==> src/rtl/mem_lsu_pkg.sv <==
// Shared definitions for the load/store unit: access-size encodings, FSM states
// and the alignment rule used when MEM_LSU_ALIGN_CHECK_EN is defined.
package mem_lsu_pkg;

    localparam logic [1:0] SZ_BYTE = 2'b00;
    localparam logic [1:0] SZ_HALF = 2'b01;
    localparam logic [1:0] SZ_WORD = 2'b10;

    typedef enum logic [2:0] {
        IDLE = 3'd0,
        LD   = 3'd1,
        ST   = 3'd2,
        RD   = 3'd3,
        WR   = 3'd4,
        RESP = 3'd5
    } state_t;

    // Size 2'b11 behaves as a word access.
    function automatic logic is_misaligned(input logic [1:0] size, input logic [1:0] lo);
        logic mis;
        case (size)
            SZ_BYTE: mis = 1'b0;
            SZ_HALF: mis = lo[0];
            default: mis = (lo != 2'b00);
        endcase
        return mis;
    endfunction

endpackage

==> src/rtl/mem_lsu_lane.sv <==
// Combinational lane logic: load-side lane extract with sign/zero extension and
// store-side lane merge for sub-word read-modify-write.
module mem_lsu_lane
    import mem_lsu_pkg::*;
#(
    parameter int N = 32
) (
    input  logic [N-1:0] i_rdata,
    input  logic [N-1:0] i_old,
    input  logic [N-1:0] i_wdata,
    input  logic [1:0]   i_addr_lo,
    input  logic [1:0]   i_size,
    input  logic         i_unsigned,
    output logic [N-1:0] o_load,
    output logic [N-1:0] o_merge
);

    logic [7:0]  w_byte;
    logic [15:0] w_half;

    assign w_byte = i_rdata[{i_addr_lo, 3'b000} +: 8];
    assign w_half = i_rdata[{i_addr_lo[1], 4'b0000} +: 16];

    // Select the addressed lane for loads and splice new data into the old word for stores.
    always_comb begin
        o_load  = i_rdata;
        o_merge = i_old;
        case (i_size)
            SZ_BYTE: begin
                o_load = {{(N-8){~i_unsigned & w_byte[7]}}, w_byte};
                o_merge[{i_addr_lo, 3'b000} +: 8] = i_wdata[7:0];
            end
            SZ_HALF: begin
                o_load = {{(N-16){~i_unsigned & w_half[15]}}, w_half};
                o_merge[{i_addr_lo[1], 4'b0000} +: 16] = i_wdata[15:0];
            end
            default: begin
                o_load  = i_rdata;
                o_merge = i_wdata;
            end
        endcase
    end

endmodule

==> src/rtl/mem_lsu.sv <==
// Load/store unit in front of a word-wide data memory; sub-word stores use RMW.
// Optional misalignment check enabled by defining MEM_LSU_ALIGN_CHECK_EN.
module mem_lsu
    import mem_lsu_pkg::*;
#(
    parameter int N = 32,
    parameter int M = 10
) (
    input  logic         clk,
    input  logic         rst,
    input  logic         req_valid,
    output logic         req_ready,
    input  logic         req_we,
    input  logic [1:0]   req_size,
    input  logic         req_unsigned,
    input  logic [N-1:0] req_addr,
    input  logic [N-1:0] req_wdata,
    output logic         rsp_valid,
    input  logic         rsp_ready,
    output logic [N-1:0] rsp_rdata,
    output logic         rsp_err,
    output logic [M-1:0] mem_adrs_r,
    input  logic [N-1:0] mem_data_r,
    output logic [M-1:0] mem_adrs_w,
    output logic [N-1:0] mem_data_w,
    output logic         mem_WE
);

    state_t       r_state;
    state_t       w_state_nxt;
    logic [M-1:0] r_idx;
    logic [1:0]   r_lo;
    logic [1:0]   r_size;
    logic         r_uns;
    logic [N-1:0] r_wdata;
    logic [N-1:0] r_old;
    logic [N-1:0] r_rdata;
    logic         r_err;
    logic         w_accept;
    logic         w_misalign;
    logic         w_subword;
    logic [N-1:0] w_load;
    logic [N-1:0] w_merge;
    logic         w_unused_addr;

    // Address bits above the memory depth wrap and are intentionally dropped.
    assign w_unused_addr = ^req_addr[N-1:M+2];

`ifdef MEM_LSU_ALIGN_CHECK_EN
    assign w_misalign = is_misaligned(req_size, req_addr[1:0]);
`else
    assign w_misalign = 1'b0;
`endif

    assign w_accept  = req_valid && (r_state == IDLE);
    assign w_subword = (req_size == SZ_BYTE) || (req_size == SZ_HALF);

    // State register.
    always_ff @(posedge clk or negedge rst) begin
        if (!rst) begin
            r_state <= IDLE;
        end else begin
            r_state <= w_state_nxt;
        end
    end

    // Next-state decode.
    always_comb begin
        w_state_nxt = r_state;
        case (r_state)
            IDLE: begin
                if (!req_valid) begin
                    w_state_nxt = IDLE;
                end else if (w_misalign) begin
                    w_state_nxt = RESP;
                end else if (!req_we) begin
                    w_state_nxt = LD;
                end else if (w_subword) begin
                    w_state_nxt = RD;
                end else begin
                    w_state_nxt = ST;
                end
            end
            LD:      w_state_nxt = RESP;
            ST:      w_state_nxt = RESP;
            RD:      w_state_nxt = WR;
            WR:      w_state_nxt = RESP;
            RESP: begin
                if (rsp_ready) begin
                    w_state_nxt = IDLE;
                end else begin
                    w_state_nxt = RESP;
                end
            end
            default: w_state_nxt = IDLE;
        endcase
    end

    // Request capture, old-word capture for RMW, and response data/error registers.
    always_ff @(posedge clk or negedge rst) begin
        if (!rst) begin
            r_idx   <= '0;
            r_lo    <= 2'b00;
            r_size  <= 2'b00;
            r_uns   <= 1'b0;
            r_wdata <= '0;
            r_old   <= '0;
            r_rdata <= '0;
            r_err   <= 1'b0;
        end else if (w_accept) begin
            r_idx   <= req_addr[M+1:2];
            r_lo    <= req_addr[1:0];
            r_size  <= req_size;
            r_uns   <= req_unsigned;
            r_wdata <= req_wdata;
            r_rdata <= '0;
            r_err   <= w_misalign;
        end else if (r_state == LD) begin
            r_rdata <= w_load;
        end else if (r_state == RD) begin
            r_old   <= mem_data_r;
        end
    end

    mem_lsu_lane #(.N(N)) u_lane (
        .i_rdata    (mem_data_r),
        .i_old      (r_old),
        .i_wdata    (r_wdata),
        .i_addr_lo  (r_lo),
        .i_size     (r_size),
        .i_unsigned (r_uns),
        .o_load     (w_load),
        .o_merge    (w_merge)
    );

    assign req_ready  = (r_state == IDLE);
    assign rsp_valid  = (r_state == RESP);
    assign rsp_rdata  = r_rdata;
    assign rsp_err    = r_err;
    assign mem_adrs_r = r_idx;
    assign mem_adrs_w = r_idx;
    assign mem_WE     = (r_state == ST) || (r_state == WR);
    assign mem_data_w = (r_state == WR) ? w_merge : r_wdata;

endmodule
==> config.mk <==
export PLATFORM = sky130hd
export DESIGN_NAME = mem_lsu
export DESIGN_NICKNAME = d
export VERILOG_FILES = /design/src/rtl/mem_lsu_pkg.sv /design/src/rtl/mem_lsu_lane.sv /design/src/rtl/mem_lsu.sv
export SDC_FILE = /design/constraint.sdc
export NUM_CORES = 1
export LEC_CHECK = 0
export CAP_MARGIN = 20
export CORE_AREA = 2 2 126 128
export DETAILED_ROUTE_END_ITERATION = 7
export DIE_AREA = 0 0 128 130
export PLACE_DENSITY = 0.76
export SYNTH_ARGS = -nofsm -noshare
export SYNTH_HDL_FRONTEND = slang
export SYNTH_SLANG_ARGS = --single-unit
==> constraint.sdc <==
create_clock -name clk -period 3.35 [get_ports clk]
set_input_delay 0.5025 -clock clk [delete_from_list [all_inputs] [get_ports clk]]
set_output_delay 0.5025 -clock clk [all_outputs]
set_load 0.02 [all_outputs]
==> metrics <==
Worst Tran Pin Value=0.689 ns; WP data required=2.85 ns; outcome=finished clean; CP max FO=50; placed inst area=0.00793 sq mm; ANT nets after route=0; port buffer count=170; hold crit path type=input port to async pin; dpl ws=0.251 ns; Routed WL per cell=18.1 microns; critical path class=flop to output port; final slew viol count=0; top cells by area, synth=dfrtp_1, nand2_1, mux2_2; Power Density=1070 mW/mm^2; latest clock arrival within the worst-skew pair=0.42 ns; Clock Pin Slew Worst Setup and Hold Paths=0.05 ns; Row Count=46; Syn. warnings=0; post-route cell area=0.00861 sq mm; # setup viols final=0; die area=0.0166 sq mm; Final Cycle Share=97.3%; Net Count, Synth=776; Fmax=307 MHz; Initial Utilization=39.6%; slew margin rel.=54.1%; drt via density=5.39; Critical Path End Type=output port; Synth Instances=667; Syn Area/Cell=9.15 sq um; # IOs=192; H-tree levels=4; Worst Slack Setup Final=0.0890 ns; Worst EP arrival=2.76 ns; post-synth top area share=46.7%; Die Y=130 microns; area leader, netlist=dfrtp_1; Tmin final=3.26 ns; drt first pass iters=5; grt ovf=0; # clock sinks=114; fraction of the yosys area taken by sequential cells=46.7%; ANT cells=0; CTS tree=yes; share of layout cells above drive strength 1=12.9%; vias in the first global route=5210; Syn Std Cell Area=0.00611 sq mm; gr usage total=22.7%; Total Wirelength=18600 microns; Synth top cells by count=nand2_1, dfrtp_1, o21ai_0, a22oi_1, mux2_2; Critical Path Start Type=flop; Leak=3.88 nW; largest net degree at the start of global routing=69; Chip Width=128 microns; maxcap violations=0; first-pass GRT wire length=28800 microns; area delta synth->final=41.0%; Async SR Flop Fraction=100%; Post-synth EDFFs=0; Fin Hold WS=0.0410 ns; Synth cell types=43; RSZ-0062 raised after global routing=no; Worst VDD drop=0.000480 V; initial antenna violation count=0; Final Hold Viols=0; core footprint=0.0154 sq mm; HPWL Detailed=13300 microns; synthesized flop and latch total=114; via count=5534; Root Buffer=clkbuf_16; most frequent cell after synthesis=nand2_1; CTS Buf Count=17; setup TNS=0 ns; drt drc=0; # nets final=931; Most used DFF post-synth=dfrtp_1; Clock Tree Buf Depth=2; Final Wtd Congestion=0.888; Clock Skew=0.00818 ns; Detailed Route Iter0 Violations=358
## routing by layer
metal | share of wire [%] | routed length, microns | GRT usage, % | vias to the layer above
met4 | 2.5 | 456 | 8.27 | 0
li1 | - | - | - | 2631
met3 | 8.2 | 1520 | 6.44 | 29
met1 | 44 | 8230 | 31.4 | 2648
met2 | 45 | 8370 | 34.2 | 226
met5 | 0 | 0 | 0 | -
## report_power, final
group	leakage, nW	internal (mW)	switching (mW)	total [mW]
logic	2.18	2.15	2.55	4.70
clock network	0.304	1.24	0.628	1.86
registers	1.40	2.03	0.573	2.61
total	3.88	5.42	3.75	9.17
## sequential cells by signal (all words and copies together), names as in the netlist
name and count:
r_uns 1, r_wdata 32, r_lo 2, rsp_rdata 32, r_state 3, r_old 32
r_size 2, mem_adrs_r 10
## layout by cell type (no fill, tap or decap), types with 7 or more instances in the layout
master and instances:
nand2_1 145, clkdlybuf4s50_1 145, dfrtp_1 113, o21ai_0 46, a22oi_1 42, mux2_2 42, a21oi_1 37, mux2i_1 22
buf_4 22, inv_1 21, nor2_1 20, o21ai_1 20, nor2b_1 19, clkbuf_16 18, nor3_1 16, dlygate4sd2_1 14
o22ai_1 8, a22o_1 8, o21a_1 8, dlymetal6s2s_1 8, a221oi_1 7
## through the flow
step	std cells	total power [mW]	utilization [%]
after floorplan	667	5.43	-
after global placement	992	7.21	51.4
after detailed placement	992	7.30	51.4
after CTS	1023	9.13	55.3
after global routing	1026	9.77	55.8
final	1026	9.17	55.8
## final timing paths
kind	start	slack, ns	endpoint	cells past startpoint
worst min register to register	r_wdata[27]	0.48	r_wdata[27]	2
min in group clk	r_wdata[27]	0.48	r_wdata[27]	2
worst max register to register	r_state[1]	1.11	rsp_rdata[17]	4
worst min-delay path	rst	0.04	r_wdata[5]	1
max in group asynchronous	rst	2.53	r_lo[1]	2
worst max-delay path	r_state[0]	0.09	mem_data_w[3]	5
## what timing repair did
action,in CTS,in global routing
cloned,0,1
pin swaps,1,1
setup endpoints to repair,32,28
gates resized for setup,18,17
buffers inserted,0,2
hold buffers,0,0
hold endpoints to repair,0,0
## area by class of cell
type | count | area (sq um)
clock buffer | 21 | 480
timing repair buffer | 195 | 1940
inverter | 21 | 78.8
sequential | 114 | 2850
multi-input combinational | 473 | 2880
fill | 1349 | 6820
clock inverter | 10 | 131
tap | 192 | 240
## kinds of logic (layout without fill, tap and decap cells)
family | count (synthesis) | count (layout) | synth area share (%)
buffers and inverters | 80 | 247 | 6.33
xor gates and xnor gates | 1 | 1 | 0.143
DFF | 114 | 114 | 46.7
muxes | 64 | 64 | 11.4
other | 1 | 1 | 0.0614
adders and majority gates | 5 | 5 | 1.02
AOI/OAI and AO/OA | 180 | 180 | 18.1
and+or+nand+nor | 222 | 222 | 16.3
## critical path, stage by stage (launching register included)
cell and delay, ns:
dfrtp_1 0.36, or4b_1 0.58, buf_8 0.23, nor3_4 0.35, a22o_1 0.19, clkdlybuf4s50_1 0.60
No activity file was read; power rests on OpenSTA's default activity.
